**config.mk**
```make
export PLATFORM = sky130hd
export DESIGN_NAME = gate_vector_sequencer
export DESIGN_NICKNAME = d
export VERILOG_FILES = /design/src/rtl/gate_seq_pkg.sv /design/src/rtl/gate_ref_model.sv /design/src/rtl/gate_vector_sequencer.sv
export SDC_FILE = /design/constraint.sdc
export NUM_CORES = 1
export LEC_CHECK = 0
export CELL_PAD_IN_SITES_DETAIL_PLACEMENT = 2
export CELL_PAD_IN_SITES_GLOBAL_PLACEMENT = 2
export CORE_UTILIZATION = 33
export CTS_CLUSTER_SIZE = 8
export DETAILED_ROUTE_END_ITERATION = 10
export HOLD_SLACK_MARGIN = 0.1
export PLACE_DENSITY = 0.82
export SYNTH_ARGS = -nofsm -noshare
export SYNTH_HDL_FRONTEND = slang
export SYNTH_SLANG_ARGS = --single-unit
```
**constraint.sdc**
```tcl
create_clock -name clk -period 4.58 [get_ports clk]
set_clock_uncertainty 0.05 [all_clocks]
set_input_delay 0.458 -clock clk [delete_from_list [all_inputs] [get_ports clk]]
set_output_delay 0.458 -clock clk [all_outputs]
set_load 0.01 [all_outputs]
```
**src/rtl/gate_seq_pkg.sv**
```systemverilog
// Shared definitions for the gate-cell self-test sequencer.
//   - Gate type encodings carried on gate_sel.
//   - Sequencer state encoding.
//   - Truth-table vector order: bit idx of each table is the a/b value
//     driven for vector idx, giving (0,0), (0,1), (1,0), (1,1).
package gate_seq_pkg;

    localparam logic [2:0] GATE_AND  = 3'd0;
    localparam logic [2:0] GATE_OR   = 3'd1;
    localparam logic [2:0] GATE_NAND = 3'd2;
    localparam logic [2:0] GATE_NOR  = 3'd3;
    localparam logic [2:0] GATE_XOR  = 3'd4;
    localparam logic [2:0] GATE_XNOR = 3'd5;
    localparam logic [2:0] GATE_BUF  = 3'd6;
    localparam logic [2:0] GATE_INV  = 3'd7;

    typedef enum logic [2:0] {
        ST_IDLE,
        ST_APPLY,
        ST_SETTLE,
        ST_CHECK,
        ST_DONE
    } state_t;

    localparam logic [3:0] VEC_A_TABLE = 4'b1100;
    localparam logic [3:0] VEC_B_TABLE = 4'b1010;

endpackage

```
**src/rtl/gate_ref_model.sv**
```systemverilog
// Combinational reference for the 2-input gate cells.
// Ports:
//   gate_sel - gate type (see gate_seq_pkg encodings)
//   a, b     - gate inputs
//   c        - expected gate output
// BUF and INV ignore b.
module gate_ref_model
    import gate_seq_pkg::*;
(
    input  logic [2:0] gate_sel,
    input  logic       a,
    input  logic       b,
    output logic       c
);

    // NOTE: assign a default before the case so every path drives c;
    // a path that leaves it unassigned would infer a latch.
    always_comb begin
        c = 1'b0;
        case (gate_sel)
            GATE_AND:  c = a & b;
            GATE_OR:   c = a | b;
            GATE_NAND: c = ~(a & b);
            GATE_NOR:  c = ~(a | b);
            GATE_XOR:  c = a ^ b;
            GATE_XNOR: c = ~(a ^ b);
            GATE_BUF:  c = a;
            GATE_INV:  c = ~a;
            default:   c = 1'b0;
        endcase
    end

endmodule

```
**src/rtl/gate_vector_sequencer.sv**
```systemverilog
// Self-test sequencer for one 2-input gate cell. On start it drives the four
// truth-table vectors into the external gate, waits SETTLE_CYCLES per vector,
// samples dut_c against the reference for the latched gate type and reports
// the result.
// Ports:
//   clk, rst       - clock; synchronous active-high reset
//   start          - one-cycle run request, honoured only in IDLE
//   gate_sel       - gate type, latched when start is accepted
//   dut_c          - output of the gate under test
//   dut_a, dut_b   - registered gate inputs
//   busy           - run in progress (APPLY through DONE)
//   done           - one-cycle pulse at the end of a run
//   pass           - last run had no mismatches
//   err_count      - saturating mismatch count of the last run
//   first_fail     - index of the first mismatching vector (when fail_seen)
//   fail_seen      - last run had at least one mismatch
module gate_vector_sequencer
    import gate_seq_pkg::*;
#(
    parameter int SETTLE_CYCLES = 2,
    parameter int ERR_W         = 3
) (
    input  logic             clk,
    input  logic             rst,
    input  logic             start,
    input  logic [2:0]       gate_sel,
    input  logic             dut_c,
    output logic             dut_a,
    output logic             dut_b,
    output logic             busy,
    output logic             done,
    output logic             pass,
    output logic [ERR_W-1:0] err_count,
    output logic [1:0]       first_fail,
    output logic             fail_seen
);

    localparam logic [3:0]       SETTLE_LOAD = 4'(SETTLE_CYCLES);
    localparam logic [ERR_W-1:0] ERR_MAX     = '1;

    state_t     state, state_next;
    logic [1:0] idx;
    logic [3:0] settle_cnt;
    logic [2:0] gate_q;
    logic       exp_c;
    logic       mismatch;

    gate_ref_model u_ref (
        .gate_sel (gate_q),
        .a        (dut_a),
        .b        (dut_b),
        .c        (exp_c)
    );

    // A non-clean dut_c makes the equality unknown; the if then falls
    // through and the default keeps mismatch set, so X/Z never matches.
    always_comb begin
        mismatch = 1'b1;
        if (dut_c == exp_c) mismatch = 1'b0;
    end

    // NOTE: sequential state uses non-blocking assignments so every
    // register samples pre-edge values regardless of block ordering.
    always_ff @(posedge clk) begin
        if (rst) state <= ST_IDLE;
        else     state <= state_next;
    end

    always_comb begin
        state_next = state;
        unique case (state)
            ST_IDLE:   if (start) state_next = ST_APPLY;
            ST_APPLY:  state_next = ST_SETTLE;
            ST_SETTLE: if (settle_cnt <= 4'd1) state_next = ST_CHECK;
            ST_CHECK:  state_next = (idx == 2'd3) ? ST_DONE : ST_APPLY;
            ST_DONE:   state_next = ST_IDLE;
            default:   state_next = ST_IDLE;
        endcase
    end

    always_ff @(posedge clk) begin
        if (rst) begin
            dut_a      <= 1'b0;
            dut_b      <= 1'b0;
            pass       <= 1'b0;
            err_count  <= '0;
            first_fail <= 2'd0;
            fail_seen  <= 1'b0;
            idx        <= 2'd0;
            settle_cnt <= 4'd0;
            gate_q     <= 3'd0;
        end else begin
            unique case (state)
                ST_IDLE: begin
                    if (start) begin
                        gate_q     <= gate_sel;
                        err_count  <= '0;
                        fail_seen  <= 1'b0;
                        first_fail <= 2'd0;
                        pass       <= 1'b0;
                        idx        <= 2'd0;
                    end
                end
                ST_APPLY: begin
                    dut_a      <= VEC_A_TABLE[idx];
                    dut_b      <= VEC_B_TABLE[idx];
                    settle_cnt <= SETTLE_LOAD;
                end
                ST_SETTLE: settle_cnt <= settle_cnt - 4'd1;
                ST_CHECK: begin
                    if (mismatch) begin
                        if (err_count != ERR_MAX) err_count <= err_count + 1'b1;
                        if (!fail_seen) begin
                            fail_seen  <= 1'b1;
                            first_fail <= idx;
                        end
                    end
                    if (idx != 2'd3) idx <= idx + 2'd1;
                end
                // err_count already holds the final CHECK update here.
                ST_DONE: pass <= (err_count == '0);
                default: ;
            endcase
        end
    end

    assign busy = (state != ST_IDLE);
    assign done = (state == ST_DONE);

endmodule

```
After elaboration in Yosys (flattened, before gate mapping)
Cells that the tools add are included.
{"block": "totals", "ff_bits": 21}
{"block": "op_classes", "n_addsub": 3, "n_reduce_logical": 14, "bitwise_logic": 7, "mux": 24, "order_cmp": 2, "eq_ne": 21}
{"op": "2-to-1 mux 3 bit", "n": 6}
{"op": "== test 3 bit, second input constant", "n": 5}
{"op": "inequality test 2 bit, second input constant", "n": 7}
{"op": "== test 3 x 2 -> 1 bit, second input constant", "n": 4}
{"op": "case mux 3 bit (4 select lines)", "n": 1}
{"op": "logical NOT 3 bit", "n": 3}
{"op": "2-to-1 mux 2 bit", "n": 4}
{"op": "case mux 1 bit (8 select lines)", "n": 1}
{"op": "case mux 2 bit (2 select lines)", "n": 2}
{"op": "case mux 4 bit (2 select lines)", "n": 1}
{"op": "AND reduction 4 bit", "n": 2}
{"op": "== test 3 x 1 -> 1 bit, second input constant", "n": 2}
{"op": "case mux 3 bit (2 select lines)", "n": 1}
{"op": "AND reduction 2 bit", "n": 3}
{"op": "AND reduction 3 bit", "n": 2}
{"op": "nonzero test 2 bit", "n": 3}
{"op": "binary-select mux 1 bit (select 2 bit)", "n": 2}
{"op": "less-or-equal comparator 4 x 1 -> 1 bit, second input constant", "n": 1}
{"op": "2-to-1 mux 1 bit", "n": 4}
{"op": "inverter 1 bit", "n": 4}
{"op": "case mux 1 bit (2 select lines)", "n": 2}
{"op": "subtractor 4 x 1 -> 4 bit, second input constant", "n": 1}
{"op": "adder 3 x 1 -> 3 bit, second input constant", "n": 1}
{"op": "< comparator 2 x 3 -> 1 bit, second input constant", "n": 1}
{"op": "other kinds (8)", "n": 8}

Logic depth before layout (Yosys ltp)
Gate-level depths: netlist of the first run.
{"block": "depth", "word_depth": 6, "ltp_mapped": 7, "ltp_nobuf": 7}

Cells and area by module
A second synthesis of the first run with hierarchy kept.
{"block": "unflattened", "hier_cells": 132, "area_unflattened_um2": 1171.1}
{"module": "gate_vector_sequencer", "cells_per_inst": 116, "area_each_um2": 1056.0, "n_inst": 1}
{"module": "gate_ref_model", "cells_per_inst": 16, "area_each_um2": 115.1, "n_inst": 1}

Least setup slack after synthesis of the first run
No wires, ideal clock.
{"block": "synth_path", "path_kind": "register to register", "start": "register dut_a", "end": "register first_fail[0]", "setup_time_ns": 0.073, "path_buffers": 0, "arrival_ns": 1.903, "stages_incl_launch_ff": 8, "setup_slack_ns": 2.554, "cell_sequence": "dfxtp_1 inv_1 ha_1 mux2i_1 o32ai_2 o31a_1 o32a_1 o22ai_2"}
{"block": "synth_via", "elab_chain_len": 6, "elab_cells_between_ends": 11, "cone_classes": "eq/ne: 2; mux: 1; bitwise: 7; reduce/logical: 1"}
{"element": "start, declared", "line": "gate_vector_sequencer.sv:28", "source": "output logic dut_a,"}
{"element": "start signal, assigned", "line": "gate_vector_sequencer.sv:105", "source": "dut_a <= VEC_A_TABLE[idx];"}
{"element": "XOR 1 bit (tied with other cells)", "line": "gate_ref_model.sv:25, gate_ref_model.sv:26"}
{"element": "inverter 1 bit (on tied branches)", "line": "gate_ref_model.sv:26, gate_ref_model.sv:23, gate_ref_model.sv:24"}
{"element": "case mux 1 bit (8 select lines) (*)", "line": "gate_ref_model.sv:20", "source": "case (gate_sel)"}
{"element": "== test 1 bit (*)", "line": "gate_vector_sequencer.sv:59", "source": "if (dut_c == exp_c) mismatch = 1'b0;"}
{"element": "inequality test 2 bit (no source line) (*)"}
{"element": "AND reduction 4 bit (no source line) (*)"}
{"element": "end signal, assigned", "line": "gate_vector_sequencer.sv:115", "source": "first_fail <= idx;"}
{"element": "end, declared", "line": "gate_vector_sequencer.sv:34", "source": "output logic [1:0] first_fail,"}
Mark *: on every way between the ends. The rest lies on a longest branch, timed or not.
A chain may end at the register's enable or synchronous reset.

Final worst setup path of the first run
{"block": "layout_path", "start": "register state[0]", "end": "output port done"}
{"block": "layout_via", "elab_chain_len": 1}
{"element": "start, declared", "line": "gate_vector_sequencer.sv:41", "source": "state_t state, state_next;"}
{"element": "start signal, assigned", "line": "gate_vector_sequencer.sv:66", "source": "else state <= state_next;"}
{"element": "== test 3 bit", "line": "gate_vector_sequencer.sv:128", "source": "assign done = (state == ST_DONE);"}
{"element": "end, declared", "line": "gate_vector_sequencer.sv:31", "source": "output logic done,"}
No other way between the ends.

==> run metrics, run 1 <==
FF-to-FF setup slack 2.35 ns; VDD IR-drop max 0.121 mV; routed len/inst 16.5 um; xor/xnor share of the synthesized area 0.00716; CP Data Arrival Time 1.79 ns; Initial Utilization 0.356; RR Startpoint dut_a; Setup Viol. Count Final 0; PnR worst setup slack 2.28 ns; fin area 1480 um^2; Gate Count Post-Synth 156; crit end category output pin; RSZ-0062 raised after global routing no; cell area after synthesis 1220 um^2; HPWL Detailed 2760 um; Routed Antenna Nets 0; clk buf depth 2; gp weighted congestion 0.749; DR vias 1,217; outcome finished, final reports clean; commonest non-fill, non-tap cells in the layout dfxtp_1 (21), nor2_1 (17), nand2_1 (17), a21oi_1 (17), clkdlybuf4s50_1 (17); antenna cells 0; post-synthesis compound-gate area fraction 0.214; R2R depth 7; die span in y 62.9 um; crit path kind flip-flop to output pin; all-layer global routing usage 0.204; hold endpoint pass; hold path start pass; core area 3440 um^2; hold crit path type flip-flop to flip-flop; Place WS 2.30 ns; Syn. warnings 0; max-cap violations 0; num rows 21; Placed Area 1430 um^2; layout cells sized above 1 0.0581; asr flop ratio synth 0; Setup TNS Final 0 ns; post-synthesis mux area share 0.0174; Leakage 0.529 nW; initial antenna violation count 0; Top FF cell, synth dfxtp_1; Mean Syn Cell Area 7.84 um^2; Vias/cell 5.58; Final Max Slew Viols 0; placed cells 214; critical path peak fanout 13; first-pass GRT wire length 6390 um; Initial DRT Pass Iterations 4; Hold Path Stages 2; largest net degree at the start of global routing 22; Relative slew margins 0.476; post-synth cell types 41; main combinational cell family by area after synthesis simple AND/OR/NAND/NOR gates; gr ovfl total 0; TritonCTS clock tree done; Post-CTS Setup Bufs 0; DRC errors left 0; Total Wirelength 3600 um; Final Hold Fails 0; met1 Usage GRT 0.240; initial drt markers 35; CTS clock-pin slew for the worst setup and hold paths 0.08 ns; CTS root buf clkbuf_8; # H-tree levels 1; Num CTS Buffers 3; vias in the first global route 1,368; crit path time final 2.30 ns; #FFs+latches synth 21; Non-Filler Instances 218; Clock Sinks 21; Setup crit start kind flip-flop; net count after synthesis 171; RR Endpoint first_fail[1]; fin crit share 0.503; count of flip-flops with a built-in enable after synthesis 0; sequential share of the synthesized area 0.344; hold buffers post-CTS 0; fin nets 188; met2 global-route usage 0.370; Die Wd 62.9 um; simple-gate portion of the synthesized area 0.283; Filler Cell Count 410; worst-margin pin slew 0.783 ns; I/O Buffers 17; WP data required 4.07 ns; Fmax achieved 434 MHz; Top Ports 18; adder-cell share of the synthesized area 0.0818; power density cells 330 nW/um^2; post-CTS resize count 0; most common cell after layout, fill and taps aside dfxtp_1; Die Area 3960 um^2; Syn-to-layout area delta 20.7%; met3 Use GR 0.0310; Final Util 0.429; most used routing layer met2; clock latency on the worst-skew pair 0.26 ns
synthesized netlist by cell type, drive strengths merged (3+ instances only):
| cell | n | share of area |
|---|---|---|
| o21ai | 9 | 0.037 |
| nor2 | 17 | 0.052 |
| ha | 8 | 0.082 |
| inv | 12 | 0.037 |
| nand4 | 4 | 0.020 |
| clkbuf | 3 | 0.0092 |
| nor2b | 5 | 0.026 |
| nor3 | 9 | 0.041 |
| nand2 | 17 | 0.052 |
| nand3b | 3 | 0.018 |
| dfxtp | 21 | 0.34 |
| a21oi | 17 | 0.070 |
routing by layer:
metal,wire [um],vias up
li1,-,580
met1,1650,617
met2,1830,18
met3,101,2
met4,22,0
met5,0,-
worst max-delay path: stages (launching register included):
cell	delay, ns
dfxtp_1	0.63
inv_1	0.18
and3_1	0.24
clkdlybuf4s50_1	0.48
cell families after synthesis:
group	Yosys count
AOI/OAI and AO/OA	40
muxes	2
xor gates and xnor gates	1
adders and majority gates	8
DFF	21
buffers and inverters	17
and+or+nand+nor	67
flip-flops by register name, summed over array words and instances, names as in the netlist:
name and count:
dut_a 1, dut_b 1, err_count 3, fail_seen 1, first_fail 2, gate_q 3, idx 2, pass 1
settle_cnt 4, state 3
power breakdown:
part	internal [mW]	total, mW	switching [mW]
Sequential	0.197	0.224	0.0274
Combinational	0.0570	0.135	0.0776
Clock	0.0621	0.128	0.0662
through the flow:
stage	power (mW)	hold WS, ns
2_1_floorplan	0.316	0.426
3_3_place_gp	0.350	0.400
3_5_place_dp	0.364	0.425
4_1_cts	0.488	0.445
5_1_grt	0.521	0.470
6_report	0.487	0.442
final cells by class:
cell class                      instances  area (um^2)  area share
Sequential cell                        21          420       0.285
Inverter                               12         45.0      0.0305
Multi-Input combinational cell        118          738       0.500
Timing Repair Buffer                   17          170       0.115
Clock buffer                            4         45.0      0.0305
Tap cell                               46         57.6      0.0390
worst max path at each step:
stage,startpoint,to,slack [ns]
after floorplan,dut_a,first_fail[0],2.55
after CTS,state[0],done,2.29
after global placement,rst,first_fail[0],2.40
after global routing,dut_a,fail_seen,2.17
final,state[0],done,2.28
after detailed placement,rst,first_fail[0],2.30
Note: power is estimated with default switching activity, not from simulation.
==> inputs of run 2 (changes only) <==
Settings changed: CORE_UTILIZATION 33 to 31, PLACE_DENSITY 0.82 to 0.77.
Clock period 4.58 ns to 2.3 ns, I/O delays scaled along.
==> run 2 against run 1 <==
Effect of this change: critical path depth up 4; clock-buffer cell count is 1 lower; sequential power up 94%; combinational power up 130%; wire length grew 4.7%.
==> run metrics, run 2 (synthesized netlist as in run 1, its figures left out) <==
HPWL Detailed 2980 um (+8.0%); clk buf depth 2 (unchanged); Final Hold Fails 0 (unchanged); crit path kind flip-flop to flip-flop; Hold Path Stages 2 (unchanged); worst hold slack 0.430 ns (-0.0113 ns); outcome finished, final reports clean; layout cells sized above 1 0.0966 (+0.0385); Num CTS Buffers 3 (unchanged); initial antenna violation count 0 (unchanged); CP Buf/Inv Count 1 (-1); antenna cells 0 (unchanged); critical path cell sequence inv_1, ha_1, mux2i_2, o32ai_2, o31a_1, o32a_1, o22ai_2; R2R depth 7 (unchanged); Final Max Slew Viols 0 (unchanged); Setup Viol. Count Final 0 (unchanged); largest net degree at the start of global routing 14 (-36%); max-cap violations 0 (unchanged); Setup crit start kind flip-flop; fin nets 192 (+2.1%); CTS root buf clkbuf_8; Total Wirelength 3770 um (+4.7%); power density cells 652 nW/um^2 (+98%); die span in y 64.8 um (+3.1%); CP Data Arrival Time 2.30 ns (+0.51 ns); worst-margin pin slew 0.533 ns (-0.250 ns); Setup TNS Final 0 ns (unchanged); FF-to-FF setup slack 0.14 ns (-2.21 ns); commonest non-fill, non-tap cells in the layout dfxtp_1 (20), nor2_1 (17), nand2_1 (17), a21oi_1 (17), clkdlybuf4s50_1 (17); I/O Buffers 17 (unchanged); TritonCTS clock tree done; DR vias 1,188 (-2.4%); most common cell after layout, fill and taps aside dfxtp_1; Clock Sinks 21 (unchanged); Leakage 0.554 nW (+4.7%); RR Endpoint first_fail[0]; crit end category flip-flop; Die Wd 64.8 um (+3.1%); hold crit path type flip-flop to flip-flop; initial drt markers 36 (+2.9%); critical path peak fanout 4 (-9); Initial DRT Pass Iterations 4 (unchanged); Initial Utilization 0.329 (-0.0262); max FFs per register 4 (unchanged); RR Startpoint dut_a; routed len/inst 16.8 um (+1.9%); CTS clock-pin slew for the worst setup and hold paths 0.08 ns (about the same); first-pass GRT wire length 6380 um (-0.11%); Top Ports 18 (unchanged); CP max stage delay 0.39 ns (-0.24 ns); WP data required 2.44 ns (-1.63 ns); gp weighted congestion 0.756 (+0.84%); crit path max-delay cell type o32a_1; vias in the first global route 1,292 (-5.6%); DRC errors left 0 (unchanged); num rows 22 (+4.8%); Syn-to-layout area delta 24.7%; Fmax achieved 463 MHz; hold endpoint first_fail[1]; hold path start first_fail[1]; Relative slew margins 0.642 (+0.165); Top reg by flops settle_cnt; VDD IR-drop max 0.325 mV (+170%); core area 3720 um^2 (+8.0%); gr ovfl total 0 (unchanged); fin crit share 0.939; Post-CTS Setup Bufs 0 (unchanged); family with the most delay on the worst path compound AO/OA/AOI/OAI gates; hold buffers post-CTS 0 (unchanged); Vias/cell 5.30 (-5.0%); Die Area 4200 um^2 (+6.2%); RSZ-0062 raised after global routing no; clock latency on the worst-skew pair 0.26 ns (about the same); # H-tree levels 1 (unchanged); Routed Antenna Nets 0 (unchanged); all-layer global routing usage 0.200 (-0.00368); post-CTS resize count 0 (unchanged); crit path time final 2.16 ns
## run 2: layout make-up
| class | count | area, um^2 |
|---|---|---|
| Clock buffer | 3 | 41.3 |
| Clock inverter | 1 | 7.51 |
| Fill cell | 449 | 2190 |
| Inverter | 12 | 45.0 |
| Multi-Input combinational cell | 118 | 751 |
| Sequential cell | 21 | 422 |
| Tap cell | 48 | 60.1 |
| Timing Repair Buffer | 21 | 200 |
## run 2: where the power goes
part	internal [mW]	switching, mW
clock	0.122	0.134
sequential	0.392	0.0427
combinational	0.129	0.175
total	0.643	0.351
## run 2: worst max path at each step
| stage | from | to | cells after the start |
|---|---|---|---|
| 5_1_grt | dut_a | first_fail[0] | 7 |
| 6_report | dut_a | first_fail[0] | 7 |
| 3_3_place_gp | dut_a | first_fail[0] | 7 |
| 2_1_floorplan | dut_a | first_fail[0] | 7 |
| 3_5_place_dp | dut_a | first_fail[0] | 7 |
| 4_1_cts | dut_a | first_fail[0] | 7 |
## run 2: layer usage
| metal | share of wire | track usage | wire, um |
|---|---|---|---|
| met4 | 0.0053 | 0.0389 | 20 |
| met5 | 0 | 0 | 0 |
| met3 | 0.018 | 0.0335 | 67 |
| met2 | 0.54 | 0.385 | 2040 |
| met1 | 0.43 | 0.226 | 1640 |
## run 2: worst register-to-register path: stages (launching register included)
cell and delay [ns]:
dfxtp_2 0.37, inv_1 0.07, ha_1 0.32, mux2i_2 0.21
o32ai_2 0.17, o31a_1 0.36, o32a_1 0.39, o22ai_2 0.16
## run 2: per-stage QoR
stage                     power, mW  cell area (um^2)  worst slack [ns]   util  std cells
after CTS                      1.01              1510            0.0250  0.407        224
after global placement        0.717              1460             0.263  0.394        220
after floorplan               0.630              1220             0.274      -        156
after global routing           1.07              1530            0.0138  0.411        224
after detailed placement      0.745              1460            0.0707  0.394        220
final                         0.995              1530             0.141  0.411        224
==> patch 1 (settings of run 1) <==
The parameter `ERR_W` goes from 3 to 6.
--- a/src/rtl/gate_vector_sequencer.sv
+++ b/src/rtl/gate_vector_sequencer.sv
@@ -18,7 +18,7 @@
     import gate_seq_pkg::*;
 #(
     parameter int SETTLE_CYCLES = 2,
-    parameter int ERR_W         = 3
+    parameter int ERR_W         = 6
 ) (
     input  logic             clk,
     input  logic             rst,
Ports: changed (resized err_count); port bits go from 18 to 21. No check against the original RTL was run, so the function may have changed too.
==> patch 1 against run 1 <==
  * Clock power increased by 47%
  * Critical path depth rose by 2
  * Synthesized area rose by 8.6%
  * Power rose by 18%
  * Final cell count grew 6.4%
  * First-iteration DRC count down 2.9%
  * Design area increased by 10%
  * Worst setup slack worse by 0.16 ns
  * Maximum frequency shrank 6.4%
  * Routed wire length rose by 7.0%
  * Non-clock buffer count up 3
  * Core utilization is 0.24 points higher
  * Sequential cell count rose by 3
  * Critical endpoint is now err_count[5]$_SDFFE_PP0P_
  * Largest cell class unchanged
  * Highest routed layer unchanged
==> patch 1: results (changes against run 1) <==
<table>
<tr><th>Metric</th><th>Value</th></tr>
<tr><th colspan="2">Status</th></tr>
<tr><td>Outcome</td><td>complete, no violations (unchanged)</td></tr>
<tr><th colspan="2">Logic synthesis</th></tr>
<tr><td>Distinct cells, synth</td><td>40 (was 41)</td></tr>
<tr><td>Top post-synthesis cells by area</td><td>sky130_fd_sc_hd__dfxtp_1 36%, sky130_fd_sc_hd__ha_1 6.6%, sky130_fd_sc_hd__nand2_1 6.2% (was sky130_fd_sc_hd__dfxtp_1 34%, sky130_fd_sc_hd__ha_1 8.2%, sky130_fd_sc_hd__a21oi_1 7.0%)</td></tr>
<tr><td>Post-Synthesis Cells</td><td>167 (was 156)</td></tr>
<tr><td>Part of the Yosys area used for sequential elements</td><td>36.2% (was 34.4%)</td></tr>
<tr><td>Nets in the synthesized netlist</td><td>181 (was 171)</td></tr>
<tr><th colspan="2">Placed design</th></tr>
<tr><td>Placed Cells incl. Taps</td><td>228 (was 214)</td></tr>
<tr><td>Number of buffers inserted by port buffering</td><td>20 (was 17)</td></tr>
<tr><th colspan="2">Drt</th></tr>
<tr><td>Average routed wire per standard cell</td><td>16.6 um (was 16.5 um)</td></tr>
<tr><td>Starting DRT DRC Count</td><td>34 (was 35)</td></tr>
<tr><td>Vias per cell</td><td>5.45 (was 5.58)</td></tr>
<tr><th colspan="2">Power and ir drop</th></tr>
<tr><td>Largest vdd supply drop</td><td>0.000158 V (was 0.000121 V)</td></tr>
<tr><th colspan="2">Worst setup path</th></tr>
<tr><td>Critical Path Sink</td><td>err_count[5]$_SDFFE_PP0P_ (was done)</td></tr>
<tr><td>Crit path max fanout</td><td>21 (was 13)</td></tr>
<tr><td>Slowest library cell on the worst path</td><td>sky130_fd_sc_hd__clkdlybuf4s50_1 (was sky130_fd_sc_hd__dfxtp_1)</td></tr>
<tr><td>CP peak stage delay</td><td>0.82 ns (was 0.63 ns)</td></tr>
<tr><th colspan="2">GRT</th></tr>
<tr><td>Wire length of the first global-routing pass</td><td>6600 um (was 6390 um)</td></tr>
<tr><td>Vias in the first global route</td><td>1,411 (was 1,368)</td></tr>
<tr><th colspan="2">Final layout</th></tr>
<tr><td>Seq Cell Count</td><td>24 (was 21)</td></tr>
<tr><td>Fraction of final layout cells sized beyond drive strength 1</td><td>5.43% (was 5.81%)</td></tr>
<tr><td>Multi-input combinational gate total</td><td>126 (was 118)</td></tr>
<tr><td>Area growth, synth to finish</td><td>22.4% (was 20.7%)</td></tr>
<tr><td>Number of ordinary inverters in the final layout</td><td>10 (was 12)</td></tr>
<tr><th colspan="2">Timing</th></tr>
<tr><td>Worst Slack Setup Final</td><td>2.12 ns (was 2.28 ns)</td></tr>
<tr><td>Slew HR</td><td>46.5% (was 47.6%)</td></tr>
<tr><th colspan="2">Die</th></tr>
<tr><td>Tap cells</td><td>48 (was 46)</td></tr>
</table>
patch 1: cell types whose count changed after synthesis, moves of 3 or more:
| cell | delta |
|---|---|
| sky130_fd_sc_hd__o21ai_1 | -4 |
| sky130_fd_sc_hd__nand2_1 | +5 |
| sky130_fd_sc_hd__nand4_1 | -4 |
| sky130_fd_sc_hd__nor4_1 | +4 |
| sky130_fd_sc_hd__nor2b_1 | -4 |
| sky130_fd_sc_hd__nand3_1 | +6 |
| sky130_fd_sc_hd__o22a_1 | +3 |
| sky130_fd_sc_hd__dfxtp_1 | +3 |
patch 1: metal layers:
metal | track usage [%] | vias up | wire (um)
li1 | - | 622 | -
met1 | 23.0 | 618 | 1730
met2 | 37.4 | 18 | 1980
met3 | 3.47 | 6 | 101
met4 | 6.25 | 0 | 44
met5 | 0 | - | 0
patch 1: where the power goes:
| part | leakage (nW) | internal (W) | switching (W) | total (W) |
|---|---|---|---|---|
| Sequential | 0.195 | 0.000223 | 0.0000262 | 0.000249 |
| Clock | 0.0357 | 0.000117 | 0.0000713 | 0.000188 |
| Combinational | 0.365 | 0.0000573 | 0.0000792 | 0.000136 |
patch 1: cells by family after synthesis:
| family | after synthesis | share of synthesized area [%] |
|---|---|---|
| adders and majority gates | 7 | 6.59 |
| DFF | 24 | 36.2 |
| xor gates and xnor gates | 4 | 2.64 |
| and+or+nand+nor | 74 | 28.4 |
| AOI/OAI and AO/OA | 39 | 19.3 |
| muxes | 2 | 1.51 |
| buffers and inverters | 17 | 5.37 |
==> patch 2 (settings of run 1) <==
Made on the original files. Put a register stage on the outputs `busy` and `done`. The values now appear one clock later. The other outputs are not delayed to match. Comments in the files are not updated.
--- a/src/rtl/gate_vector_sequencer.sv
+++ b/src/rtl/gate_vector_sequencer.sv
@@ -124,8 +124,10 @@
         end
     end
 
-    assign busy = (state != ST_IDLE);
-    assign done = (state == ST_DONE);
+    always_ff @(posedge clk) begin
+        busy <= (state != ST_IDLE);
+        done <= (state == ST_DONE);
+    end
 
 endmodule
 
Check against the original RTL: not equivalent (Yosys sat finds a counterexample within 4 cycles, from zero or initial values and one cycle with rst high).
==> patch 2 against run 1 <==
  * Sequential cell count up 2
  * Worst setup slack lost 0.090 ns
  * Power is 5.9% higher
  * Highest routed layer unchanged
  * Synthesized area is 7.2% higher
  * Design area grew 6.1%
  * Non-clock buffer count unchanged
  * Count of clock-buffer cells in the layout is 1 lower
  * Die area increased by 6.9%
  * Routed wire length rose by 7.4%
==> patch 2: results (changes against run 1) <==
<table>
<tr><th>Metric</th><th>Value</th></tr>
<tr><th colspan="2">Status</th></tr>
<tr><td>Outcome</td><td>complete, no violations (unchanged)</td></tr>
<tr><th colspan="2">Power and ir drop</th></tr>
<tr><td>Largest vdd supply drop</td><td>0.000168 V (was 0.000121 V)</td></tr>
<tr><th colspan="2">Worst setup path</th></tr>
<tr><td>Kind of cell adding the most delay to the critical path</td><td>simple AND/OR/NAND/NOR gates (was buffers and inverters)</td></tr>
<tr><th colspan="2">Logic synthesis</th></tr>
<tr><td>Syn Area/Cell</td><td>8.20 um^2 (was 7.84 um^2)</td></tr>
<tr><td>Area share of xor/xnor cells in the synthesized design</td><td>0.668% (was 0.716%)</td></tr>
<tr><td>Distinct cells, synth</td><td>42 (was 41)</td></tr>
<tr><td>Top cells by instance count after synthesis</td><td>23 x sky130_fd_sc_hd__dfxtp_1, 19 x sky130_fd_sc_hd__a21oi_1, 18 x sky130_fd_sc_hd__nand2_1, 11 x sky130_fd_sc_hd__nor2_1, 10 x sky130_fd_sc_hd__inv_1 (was 21 x sky130_fd_sc_hd__dfxtp_1, 17 x sky130_fd_sc_hd__a21oi_1, 17 x sky130_fd_sc_hd__nand2_1, 17 x sky130_fd_sc_hd__nor2_1, 11 x sky130_fd_sc_hd__inv_1)</td></tr>
<tr><td>Post-synthesis share of cell area spent on full adders, half adders and majority gates</td><td>7.63% (was 8.18%)</td></tr>
<tr><td>Part of the Yosys area used for sequential elements</td><td>35.1% (was 34.4%)</td></tr>
<tr><td>Multiplexer fraction of the synthesized cell area</td><td>1.91% (was 1.74%)</td></tr>
<tr><th colspan="2">GRT</th></tr>
<tr><td>Largest net degree at the start of global routing</td><td>19 (was 22)</td></tr>
<tr><td>Wire length of the first global-routing pass</td><td>6820 um (was 6390 um)</td></tr>
<tr><td>All-Layer GR Usage</td><td>20.9% (was 20.4%)</td></tr>
<tr><th colspan="2">Final layout</th></tr>
<tr><td>Filler Cell Count</td><td>438 (was 410)</td></tr>
<tr><td>Multi-input gate share of total cell area</td><td>50.4% (was 50.0%)</td></tr>
<tr><td>Number of ordinary inverters in the final layout</td><td>10 (was 12)</td></tr>
<tr><th colspan="2">Min path</th></tr>
<tr><td>Hold EP</td><td>fail_seen$_SDFFE_PP0P_ (was pass$_SDFFE_PP0P_)</td></tr>
<tr><th colspan="2">Timing</th></tr>
<tr><td>Worst Slack Setup Final</td><td>2.19 ns (was 2.28 ns)</td></tr>
<tr><th colspan="2">Drt</th></tr>
<tr><td>Starting DRT DRC Count</td><td>68 (was 35)</td></tr>
<tr><th colspan="2">Placed design</th></tr>
<tr><td>Placed Cells incl. Taps</td><td>220 (was 214)</td></tr>
</table>
-- patch 2: cell types whose count changed after synthesis, moves of 3 or more --
cell / delta
sky130_fd_sc_hd__a31oi_1: +4
sky130_fd_sc_hd__nand3_1: +3
sky130_fd_sc_hd__nor2_1: -6
sky130_fd_sc_hd__nor2b_1: -3
sky130_fd_sc_hd__nor3b_1: +3
sky130_fd_sc_hd__nor4_1: +3
sky130_fd_sc_hd__o21ai_0: +4
sky130_fd_sc_hd__o21ai_1: -4
sky130_fd_sc_hd__or3_1: +3
-- patch 2: routing by layer --
layer | GRT usage [%] | routed length (um) | vias up
li1 | - | - | 610
met4 | 6.25 | 55 | 0
met1 | 24.5 | 1720 | 606
met3 | 4.93 | 135 | 8
met5 | 0 | 0 | -
met2 | 37.5 | 1960 | 24
-- patch 2: power by group --
group	internal (W)	switching, W
combinational	0.0000587	0.0000765
sequential	0.000217	0.0000297
clock	0.0000618	0.0000722
